### src/rtl/shift_sequencer.sv
// shift_sequencer: multi-cycle shift controller for the 32-bit ALU.
// One shared set of fixed-distance shift stages (2**k for k = SHAMT_W-1 .. 0)
// is applied one stage per clock, largest distance first. Each stage is
// selected by one bit of the latched shift amount. The latency is fixed, and
// the result is announced with a one-cycle data_resultRDY pulse.
module shift_sequencer #(
  parameter int WIDTH   = 32,
  parameter int SHAMT_W = 5
) (
  input  logic               clock,
  input  logic               reset,
  input  logic               ctrl_shift,
  input  logic [WIDTH-1:0]   data_operand,
  input  logic [SHAMT_W-1:0] shamt,
  input  logic [1:0]         shift_op,
  output logic [WIDTH-1:0]   data_result,
  output logic               data_resultRDY,
  output logic               busy
);

  // Stage counter must hold SHAMT_W-1; keep at least one bit for tiny configs.
  localparam int CNT_W = (SHAMT_W > 1) ? $clog2(SHAMT_W) : 1;

  typedef enum logic [1:0] {
    IDLE  = 2'd0,
    SHIFT = 2'd1,
    DONE  = 2'd2
  } state_t;

  state_t             state_reg;
  logic [CNT_W-1:0]   cnt_reg;
  logic [WIDTH-1:0]   work_reg;
  logic [SHAMT_W-1:0] shamt_reg;
  logic [1:0]         op_reg;
  logic               sign_reg;

  // Candidate value for every stage; only the one addressed by the counter is used.
  logic [WIDTH-1:0]   stage_val [SHAMT_W];
  logic [WIDTH-1:0]   work_next;

  // Fixed-distance shifters, one per stage. 01 = sra, 10 = srl, 00/11 = sll.
  // sra fills from the sign bit latched at capture, so the fill stays the
  // same through every stage.
  generate
    for (genvar gi = 0; gi < SHAMT_W; gi++) begin : g_stage
      localparam int SH = 2 ** gi;
      assign stage_val[gi] =
        (op_reg == 2'b01) ? ((work_reg >> SH) | ({WIDTH{sign_reg}} << (WIDTH - SH))) :
        (op_reg == 2'b10) ? (work_reg >> SH) :
                            (work_reg << SH);
    end
  endgenerate

  // Apply the current stage only when its shift-amount bit is set.
  assign work_next = shamt_reg[cnt_reg] ? stage_val[cnt_reg] : work_reg;

  // Control FSM with registered outputs. An operation is accepted in IDLE or
  // DONE, runs SHAMT_W SHIFT cycles, and then pulses RDY for one cycle in DONE.
  always_ff @(posedge clock or posedge reset) begin
    if (reset) begin
      state_reg      <= IDLE;
      cnt_reg        <= '0;
      work_reg       <= '0;
      shamt_reg      <= '0;
      op_reg         <= '0;
      sign_reg       <= 1'b0;
      data_result    <= '0;
      data_resultRDY <= 1'b0;
      busy           <= 1'b0;
    end else begin
      data_resultRDY <= 1'b0;
      case (state_reg)
        IDLE, DONE: begin
          if (ctrl_shift) begin
            work_reg  <= data_operand;
            shamt_reg <= shamt;
            op_reg    <= shift_op;
            sign_reg  <= data_operand[WIDTH-1];
            cnt_reg   <= CNT_W'(SHAMT_W - 1);
            busy      <= 1'b1;
            state_reg <= SHIFT;
          end else begin
            state_reg <= IDLE;
          end
        end
        SHIFT: begin
          work_reg <= work_next;
          if (cnt_reg == '0) begin
            data_result    <= work_next;
            data_resultRDY <= 1'b1;
            busy           <= 1'b0;
            state_reg      <= DONE;
          end else begin
            cnt_reg <= cnt_reg - 1'b1;
          end
        end
        default: begin
          busy      <= 1'b0;
          state_reg <= IDLE;
        end
      endcase
    end
  end

endmodule

### config.mk
export PLATFORM = sky130hd
export DESIGN_NAME = shift_sequencer
export DESIGN_NICKNAME = d
export VERILOG_FILES = /design/src/rtl/shift_sequencer.sv
export SDC_FILE = /design/constraint.sdc
export NUM_CORES = 1
export LEC_CHECK = 0
export BUFFER_PORTS_ARGS = -buffer_cell sky130_fd_sc_hd__buf_4
export CAP_MARGIN = 5
export CELL_PAD_IN_SITES_DETAIL_PLACEMENT = 1
export CELL_PAD_IN_SITES_GLOBAL_PLACEMENT = 2
export CORE_MARGIN = 3
export CORE_UTILIZATION = 32
export DETAILED_ROUTE_END_ITERATION = 10
export PLACE_DENSITY_LB_ADDON = 0.1
export SYNTH_ARGS = -nofsm -noshare
export SYNTH_HDL_FRONTEND = slang
export SYNTH_SLANG_ARGS = --single-unit
export TNS_END_PERCENT = 100
### constraint.sdc
create_clock -name clock -period 2.33 [get_ports clock]
set_clock_uncertainty 0.15 [all_clocks]
set_input_delay 0.233 -clock clock [delete_from_list [all_inputs] [get_ports clock]]
set_output_delay 0.233 -clock clock [all_outputs]
set_load 0.1 [all_outputs]
# [Word level (Yosys, flattened, before mapping)]
# Cells that the tools add are included.
# W data, S select, Z words.
[classes] addsub=1 mul=0 div_mod_pow=0 order_cmp=2 eq_ne=7 n_shift=0 muxes=29 bitwise=6 n_reduce_logical=9
[ops] cell="$mux W32" count=14
[ops] cell="$bmux W32 S3" count=1
[ops] cell="$pmux W32 S2" count=1
[ops] cell="$or A16 B32 Y32" count=1
[ops] cell="$or A24 B32 Y32" count=1
[ops] cell="$or A28 B32 Y32" count=1
[ops] cell="$or A30 B32 Y32" count=1
[ops] cell="$or A31 B32 Y32" count=1
[ops] cell="$reduce_and A2 Y1" count=4
[ops] cell="$mux W1" count=6
[ops] cell="$mux W3" count=2
[ops] cell="$ne A2 B2 Y1 const B" count=3
[ops] cell="$pmux W3 S2" count=1
[ops] cell="$eq A2 B1 Y1 const B" count=2
[ops] cell="$eq A2 B2 Y1 const B" count=2
[ops] cell="$ge A4 B4 Y1 const B" count=1
[ops] cell="$lt A3 B4 Y1 const B" count=1
[ops] cell="$not A3 Y4" count=1
[ops] cell="$pmux W2 S2" count=1
[ops] cell="$bmux W1 S3" count=1
[ops] cell="$logic_not A3 Y1" count=1
[ops] cell="$reduce_and A3 Y1" count=1
[ops] cell="$sub A3 B1 Y3 const B" count=1
[ops] cell="$logic_not A2 Y1" count=1
[ops] cell="other kinds (4)" count=4
[totals] register_bits=79 latch_bits=0 ram_bits=0 mem_bits_ro=0 input_bits=42 out_inout_bits=34 word_cells=63 n_memories=0

# [Longest topological paths before layout]
# Gate-level depths: netlist of run 1.
[logic_depth] ltp_word=8 ltp_mapped=10 depth_no_buf=6

# [Worst setup path before layout of run 1]
# Ideal clock, no wire load.
[synth_path] path_kind="register to register" from="register cnt_reg[0]" to="register data_result[10]" setup_ns=0.104 arrival_ns=2.307 required_ns=2.076 path_slack_ns=-0.230 path_stages_with_launch=11 path_buffers=4 period_less_slack_ns=2.560 path_cell_list="dfrtp_1 inv_1 buf_2 clkbuf_1 ha_1 nand3_1 inv_1 buf_2 clkbuf_1 nor2_1 a221oi_1"
[synth_via] elab_chain_len=5 elab_cells_between_ends=9 cone_classes="mux: 6; bitwise: 1; reduce/logical: 2"
[synth_rtl] element="start, declared" line="31" source="logic [CNT_W-1:0] cnt_reg;"
[synth_rtl] element="start signal, assigned" line="79" source="cnt_reg <= CNT_W'(SHAMT_W - 1);"
[synth_rtl] element="start signal, assigned" line="94" source="cnt_reg <= cnt_reg - 1'b1;"
[synth_rtl] element="$not A3 Y4 (implied by the code)" line="55" source="assign work_next = shamt_reg[cnt_reg] ? stage_val[cnt_reg] : work_reg;"
[synth_rtl] element="$bmux W32 S3" line="55"
[synth_rtl] element="$mux W32 (implied by the code) (2 in series)" line="55"
[synth_rtl] element="$mux W32" line="55"
[synth_rtl] element="end signal, assigned" line="89" source="data_result <= work_next;"
[synth_rtl] element="end, declared" line="16" source="output logic [WIDTH-1:0] data_result,"
# Several ways; a longest one is shown, not always the timed one. The select of a mux whose other input is x is not followed.
# A chain may end at the register's enable or synchronous reset.

# [Worst setup path after layout of run 1]
[layout_path] from="register cnt_reg[0]" to="register data_result[18]"
# Same word-level chain as after synthesis.

==> impl_metrics.csv, run 1 <==
group,metric,value,unit
setup_path,cp.required,2.44,ns
setup_path,cp-start-kind,"flop",
floorplan,io_pins,76,
setup_path,worst_path_max_delay_cell,"or3b_2",
clock_network,clock_path_buffers,2,
global_route,grt_max_degree,80,
floorplan,rows,49,
final_layout,regArea,1979,um^2
worst_hold_path,min_path_type,"primary input to flop",
yosys,ys.flop_type,"dfrtp_1",
yosys,synth_top_family_by_area,"compound AO/OA/AOI/OAI gates",
route,drc,0,
sta,setup_viol,0,
sta,fin_hold_ws,0.006740,ns
route,wl_per_cell,27.48,um
route,viasPerCell,6.039,
run,drv_cap,0,
yosys,ys_ff_latch,79,
yosys,seq_area_frac_synth,33.29,%
route,drt_iter0_markers,646,
yosys,synthSimpleGateAreaFrac,20.35,%
clock_network,clock-root-buffer,"clkbuf_16",
setup_path,max_stage_delay,0.53,ns
setup_path,critPathKind,"flop to flop",
yosys,avgSynthCellArea,8.694,um^2
yosys,yosys-top-cells-area,"dfrtp_1 (33%), mux4_2 (8.3%), nand2_1 (7.6%)",
floorplan,die_h,142.2,um
yosys,synth.most_common_cell,"nand2_1",
yosys,netlist_instances,683,
setup_path,critPathBufInv,2,
sta,drv_slew,0,
run_status,run_status,"finished, final reports clean",
sta,finalCritPeriodShare,99.98,%
floorplan,die_area,20230,um^2
floorplan,start_util,32.83,%
setup_path,cp_cell_sequence,"buf_4 -> or3b_2 -> o32ai_2 -> nor4b_4 -> buf_4 -> o31ai_1",
placed_design,place_ws,-0.3908,ns
final_layout,fill_cells,2101,
setup_path,path_max_fanout,6,
final_layout,syn_to_final_growth,42.35,%
sta,relSlewSlack,51.89,%
sta,rsz0062_at_grt,"yes",
yosys,yosysWarnings,0,
route,dr.pass1.iters,5,
clock_network,cts_tree,"built",
setup_path,cp.arrival,2.44,ns
yosys,syn_nets,727,
yosys,synth_compound_area_share,25.39,%
placed_design,place.port_buffers,75,
setup_path,cp_common_cell,"buf_4",
global_route,grt_pass1_vias,6920,
sta,tightest_slew,0.7190,ns
clock_network,cts_sinks,79,
yosys,synth_top_cell_area_share,33.29,%
sta,report.final.hold_viol_count,0,
route,ant_nets,0,
setup_path,path_delay_family,"compound AO/OA/AOI/OAI gates",
global_route,grt_pass1_wl,44840,um
placed_design,gp_congestion,0.9642,
sta,period_minus_slack,2.329,ns
yosys,synth_edf_count,0,
global_route,antenna_found_initial,0,
final_layout,antenna_cells,0,
yosys,synthAdderAreaFrac,1.433,%
sta,setup_ws,0.0005724,ns
yosys,syn_area,5938,um^2
yosys,synth_common_cells,"nand2_1 (121), dfrtp_1 (79), a21oi_1 (40)",
yosys,ys_types,68,
floorplan,coreArea,18090,um^2
sta,fmax,0.4293,GHz
clock_network,cts-buffers-inserted,9,
setup_path,cp-end-kind,"flop",
route,vias,6576,
global_route,grtUsageTotal,29.85,%
clock_network,insertion_delay,0.37,ns
yosys,yosysTopAreaCell,"dfrtp_1",
yosys,synth_mux_area_share,12.20,%
final_layout,final_net_count,899,
floorplan,die_w,142.2,um
placed_design,hpwl,22130,um
final_layout,multi_input_area,3807,um^2
yosys,synth_xor_area_share,0.7375,%
final_layout,drive_above_1_share,35.58,%
clock_network,cts_htree_levels,3,
clock_network,clk_pin_slew,0.07,ns
yosys,synth_async_sr_flop_share,100.0,%
global_route,gr-total-overflow,0,
sta,tns,0,ns
route,wl,29930,um
==> worst min-delay path, cell delays in order <==
cell and delay [ns]:
buf_4 0.11, nand2_1 0.06, a31oi_1 0.08
==> logic make-up (layout without fill, tap and decap cells) <==
family	count (synthesis)	in the layout
and+or+nand+nor	256	256
AOI/OAI and AO/OA	211	211
buffers and inverters	83	260
DFF	79	79
muxes	44	44
adders and majority gates	8	8
xor gates and xnor gates	2	2
==> layout make-up <==
type | instances | share of cell area, %
clock buffers | 12 | 2.798
multi-input cells | 521 | 45.04
flip-flops and latches | 79 | 23.42
well taps | 229 | 3.390
inverters | 9 | 0.4885
clock inverters | 4 | 1.125
repair buffers | 235 | 23.74
==> cell usage in the layout (no fill, tap or decap), types with 10 or more instances in the layout <==
cell type | Yosys | layout
a22o_1 | 11 | 10
a22oi_1 | 27 | 25
nand3_1 | 29 | 28
o21ai_0 | 22 | 18
dlygate4sd3_1 | 0 | 27
mux2i_1 | 15 | 15
nor2_1 | 37 | 36
a21oi_1 | 40 | 37
buf_4 | 8 | 188
nand2b_1 | 15 | 14
dfrtp_1 | 79 | 77
o211ai_1 | 12 | 12
mux4_2 | 22 | 22
nand2_1 | 121 | 116
o31ai_1 | 15 | 15
buf_12 | 0 | 11
==> timing repair <==
| action | CTS | global route |
|---|---|---|
| setup buffers | 5 | 10 |
| pin swaps | 4 | 9 |
| cloned | 0 | 0 |
| gates resized for setup | 25 | 33 |
| setup endpoints to repair | 45 | 42 |
| hold buffers | 27 | 0 |
| endpoints found under the hold margin | 106 | 0 |
==> per-stage QoR <==
stage	area (um^2)	cells	util, %
floorplan	5948	683	-
global placement	7460	1031	41.25
detailed placement	7460	1031	41.25
CTS	8243	1079	45.58
global route	8453	1089	46.74
finish	8453	1089	46.74
==> per-layer routing <==
layer / vias to the layer above / share of wire (%) / GRT usage, %
met4: 0 / 2.9 / 9.848
met1: 3376 / 45 / 41.03
met5: - / 0 / 0
met3: 47 / 5.2 / 4.133
li1: 2906 / - / -
met2: 247 / 47 / 48.57
==> final timing paths <==
kind / from / cells after the start / slack (ns) / to
worst max-delay path: cnt_reg[0] / 6 / 0.0006 / data_result[18]
worst min-delay path: data_operand[20] / 3 / 0.007 / work_reg[20]
worst max register to register: cnt_reg[0] / 6 / 0.0006 / data_result[18]
worst min register to register: shamt_reg[2] / 2 / 0.34 / shamt_reg[2]
max in group asynchronous: reset / 4 / 1.25 / op_reg[1]
min in group asynchronous: reset / 4 / 0.41 / data_result[22]
Power of run 1 is left out: the tool's default activity adds up to more than one toggle a clock period on the data nets, which glitch-free logic cannot reach.
==> run 2, diff against run 1 <==
Settings changed: SETUP_SLACK_MARGIN from default to 0.15.
==> run 2 against run 1 <==
Non-clock buffer count rose by 39. First-iteration DRC count rose by 1.7%. Wire length rose by 9.3%. Sequential share of layout area fell by 2.5 points. Count of clock-buffer cells in the layout fell by 1. Highest routed layer unchanged. Largest cell class unchanged. Via count rose by 6.3%. Utilization rose by 5.7 points.
==> impl_metrics.csv, run 2 (synthesis gave the netlist of run 1 again) <==
group,metric,value,unit
run,drv_cap,0,
route,dr_wl_met3,2086,um
sta,fin_hold_ws,0.01432,ns
sta,report.final.hold_viol_count,0,
global_route,grtUsageTotal,30.92,%
setup_path,max_stage_delay,0.49,ns
route,wl,32720,um
final_layout,finish.utilization,52.42,%
setup_path,cp.required,2.41,ns
floorplan,die_area,20230,um^2
sta,finalCritPeriodShare,99.01,%
route,drc,0,
placed_design,gp_congestion,0.9950,
sta,tightest_slew,0.6306,ns
clock_network,cts-buffers-inserted,9,
placed_design,hpwl,22650,um
worst_hold_path,min_path_type,"primary input to flop",
clock_network,clock-root-buffer,"clkbuf_16",
clock_network,cts_tree,"built",
route,wl_met1,13550,um
floorplan,die_h,142.2,um
floorplan,io_pins,76,
sta,period_minus_slack,2.307,ns
setup_path,cp.arrival,2.39,ns
floorplan,die_w,142.2,um
sta,drv_slew,0,
final_layout,syn_to_final_growth,59.65,%
final_layout,final_cell_mix,"buf_4 (196), nand2_1 (110), dfrtp_1 (74)",
setup_path,worst_path_max_delay_cell,"dfrtp_2",
clock_network,clock_path_buffers,2,
floorplan,rows,49,
route,vias,6992,
setup_path,critPathKind,"flop to flop",
setup_path,cp-start-kind,"flop",
placed_design,dp.cells,1041,
sta,setup_viol,0,
route,ant_nets,0,
setup_path,cp-end-kind,"flop",
run_status,run_status,"finished, final reports clean",
route,wl_per_cell,28.98,um
clock_network,cts_htree_levels,3,
route,drt_iter0_markers,657,
final_layout,antenna_cells,0,
sta,fmax,0.4335,GHz
floorplan,start_util,32.83,%
route,wl_met2,15750,um
global_route,grt_pass1_wl,46550,um
final_layout,finalNonFillerCells,1129,
route,viasPerCell,6.193,
sta,rsz0062_at_grt,"yes",
final_layout,fill_cells,1963,
placed_design,place.port_buffers,75,
final_layout,final_common_cell,"buf_4",
global_route,antenna_found_initial,0,
floorplan,coreArea,18090,um^2
clock_network,insertion_delay,0.36,ns
setup_path,path_max_fanout,5,
route,highest_layer,"met4",
clock_network,cts_sinks,79,
clock_network,clk_pin_slew,0.07,ns
global_route,gr-total-overflow,0,
global_route,grt_pass1_vias,7137,
final_layout,drive_above_1_share,46.22,%
route,dr.pass1.iters,7,
global_route,grt_max_degree,80,
sta,relSlewSlack,57.96,%
setup_path,reg2reg_slack,0.02,ns
setup_path,cp_cell_sequence,"xor2_4 -> buf_12 -> buf_6 -> mux4_2 -> nand2_1 -> nor4b_4 -> o31ai_1",
final_layout,final_net_count,939,
run 2: cell types whose count changed in the layout (fill, tap and decap cells not counted), moves of 7 or more:
cell / change
a21oi_2: +7
a21oi_1: -11
buf_6: +18
buf_4: +8
a22oi_1: -7
a22oi_2: +7
run 2: worst max-delay path: cells and delay by family, from the launching register on:
family          cells  cell delay (ns)
simple gates        2             0.38
buf+inv             2             0.26
compound gates      1             0.10
mux                 1             0.48
xor+xnor            1             0.30
flops               1             0.49
run 2: cell type report:
type	instances	area, um^2	share of cell area, %
flip-flops and latches	79	1983	20.92
inverters	9	45.04	0.4751
multi-input cells	522	4340	45.78
clock inverters	5	57.56	0.6071
repair buffers	274	2525	26.63
clock buffers	11	242.7	2.560
well taps	229	286.5	3.022
run 2: layer usage:
layer | GRT usage [%] | vias to the layer above
met3 | 5.208 | 86
met5 | 0 | -
met2 | 49.76 | 343
met4 | 12.88 | 0
met1 | 41.30 | 3579
li1 | - | 2984
run 2: metrics by stage:
| stage | setup WS (ns) | instance area (um^2) | TNS [ns] |
|---|---|---|---|
| floorplan | 0.1579 | 5959 | 0 |
| global placement | -0.1348 | 7497 | -1.823 |
| detailed placement | -0.1999 | 7497 | -3.384 |
| CTS | 0.05680 | 8740 | 0 |
| global route | -0.04872 | 9480 | -0.1181 |
| finish | 0.02298 | 9480 | 0 |
run 2: final timing paths:
kind | cells after the start | startpoint | endpoint
max | 7 | op_reg[1] | data_result[18]
min | 3 | data_operand[7] | work_reg[7]
max reg2reg | 7 | op_reg[1] | data_result[18]
min reg2reg | 2 | data_result[13] | data_result[13]
max in group asynchronous | 4 | reset | op_reg[0]
min in group asynchronous | 4 | reset | data_result[12]
run 2: repair_timing:
| item | in CTS | in global routing |
|---|---|---|
| pin swaps | 33 | 66 |
| setup buffers | 23 | 13 |
| cloned | 3 | 4 |
| resized for setup | 76 | 124 |
| hold buffers | 29 | 0 |
| endpoints found under the setup margin | 63 | 62 |
| endpoints found under the hold margin | 108 | 0 |
Power of run 2 is left out for the same reason.
==> run 3, diff against run 2 <==
Settings changed: BUFFER_PORTS_ARGS -buffer_cell sky130_fd_sc_hd__buf_4 to -buffer_cell sky130_fd_sc_hd__buf_2.
==> run 3 against run 2 <==
Count of clock-buffer cells in the layout unchanged. Largest cell class unchanged. Sequential share of layout area up 1.1 points. Critical path depth unchanged. Critical endpoint is now data_result[9]. Worst hold slack better by 0.0062 ns. First-iteration DRC count up 0.15%.
==> impl_metrics.csv, run 3 (synthesis gave the netlist of run 1 again) <==
group,metric,value,unit
clock_network,cts_sinks,79,
route,wl,31500,um
setup_path,timing.rr.end,"data_result[9]",
global_route,antenna_found_initial,0,
placed_design,hpwl,22950,um
run_status,run_status,"finished, final reports clean",
worst_hold_path,hold_start,"data_operand[20]",
sta,relSlewSlack,56.44,%
clock_network,clock-root-buffer,"clkbuf_16",
setup_path,cp.required,2.42,ns
route,ant_nets,0,
setup_path,r2r_cells,7,
floorplan,coreArea,18090,um^2
setup_path,path_max_fanout,6,
worst_hold_path,worstHoldEndpoint,"work_reg[20]",
floorplan,die_h,142.2,um
clock_network,clk_pin_slew,0.06,ns
floorplan,io_pins,76,
setup_path,cp.arrival,2.38,ns
sta,tightest_slew,0.6534,ns
worst_hold_path,min_path_type,"primary input to flop",
placed_design,gp_congestion,1.014,
setup_path,cp-end-kind,"flop",
route,vias,6903,
setup_path,critPathKind,"flop to flop",
route,wl_per_cell,27.90,um
sta,period_minus_slack,2.295,ns
floorplan,die_w,142.2,um
final_layout,final_cell_mix,"buf_4 (134), nand2_1 (115), dfrtp_1 (75), buf_2 (75), a21oi_1 (31)",
setup_path,reg2reg_slack,0.03,ns
global_route,grt_pass1_wl,46320,um
global_route,grt_max_degree,80,
sta,drv_slew,0,
sta,finalCritPeriodShare,98.50,%
global_route,grt_pass1_vias,7001,
sta,report.final.hold_viol_count,0,
sta,setup_viol,0,
setup_path,cp-start-kind,"flop",
global_route,grtUsageTotal,30.62,%
run,drv_cap,0,
route,drc,0,
floorplan,rows,49,
sta,fin_hold_ws,0.02052,ns
clock_network,clock_path_buffers,2,
route,drt_iter0_markers,658,
route,dr.pass1.iters,5,
placed_design,place.port_buffers,75,
final_layout,final_net_count,940,
clock_network,cts-buffers-inserted,9,
final_layout,final_common_cell,"buf_4",
global_route,gr-total-overflow,0,
setup_path,timing.rr.start,"op_reg[0]",
floorplan,start_util,32.83,%
clock_network,insertion_delay,0.35,ns
sta,fmax,0.4357,GHz
sta,rsz0062_at_grt,"yes",
worst_hold_path,hold_path_depth,3,
floorplan,die_area,20230,um^2
final_layout,antenna_cells,0,
clock_network,cts_htree_levels,3,
final_layout,drive_above_1_share,44.22,%
clock_network,cts_tree,"built",
route,viasPerCell,6.114,
final_layout,syn_to_final_growth,51.26,%
run 3: cell types whose count changed in the layout (fill, tap and decap cells not counted), moves of 4 or more:
cell	before	now
buf_6	26	21
a22oi_2	9	5
buf_4	196	134
buf_2	0	75
nand2_1	110	115
a21oi_1	26	31
a21oi_4	4	0
nand2_4	4	0
buf_8	7	2
a22oi_1	18	22
run 3: metal layers:
metal	track usage (%)	routed length, um	vias to the layer above
met2	48.84	14740	326
met1	42.82	13660	3498
met5	0	0	-
met3	4.267	1960	84
met4	10.35	1136	0
li1	-	-	2995
run 3: metrics by stage:
stage          setup slack, ns  utilization (%)  setup TNS [ns]  instances  cell area [um^2]
2_1_floorplan           0.1579                -               0        683              5959
3_3_place_gp           -0.1251            41.07         -0.6435       1055              7427
4_1_cts                0.03537            46.61               0       1110              8431
6_report               0.03494            49.66               0       1129              8982
3_5_place_dp           -0.1675            41.07          -2.282       1055              7427
5_1_grt             -0.0009701            49.66      -0.0009701       1129              8982
run 3: cell type report:
type | instances | area [um^2]
fillers | 2058 | 9104
multi-input cells | 521 | 4091
repair buffers | 276 | 2268
flip-flops and latches | 79 | 1982
well taps | 229 | 286.5
clock buffers | 11 | 232.7
clock inverters | 4 | 72.57
inverters | 9 | 48.80
run 3: worst max path at each step:
stage / slack (ns) / from / depth (start not counted) / endpoint
final: 0.03 / op_reg[0] / 7 / data_result[9]
after detailed placement: -0.17 / op_reg[0] / 6 / data_result[24]
after global placement: -0.13 / op_reg[0] / 6 / data_result[24]
after global routing: -0.001 / op_reg[0] / 7 / data_result[9]
after CTS: 0.04 / op_reg[1] / 7 / data_result[9]
after floorplan: 0.16 / cnt_reg[0] / 10 / data_result[10]
run 3: worst max-delay path, stage by stage, from the launching register on:
cell	delay [ns]
dfrtp_2	0.49
xor2_4	0.21
buf_12	0.15
buf_6	0.12
mux4_2	0.29
and2_4	0.17
a221o_1	0.30
a221o_1	0.30
run 3: repair_timing:
item | CTS | global route
setup buffers | 11 | 17
pin swaps | 19 | 48
hold buffers | 27 | 0
gates cloned | 2 | 2
gates resized for setup | 59 | 88
endpoints found under the hold margin | 105 | 0
endpoints found under the setup margin | 63 | 63
Power of run 3 is left out for the same reason.
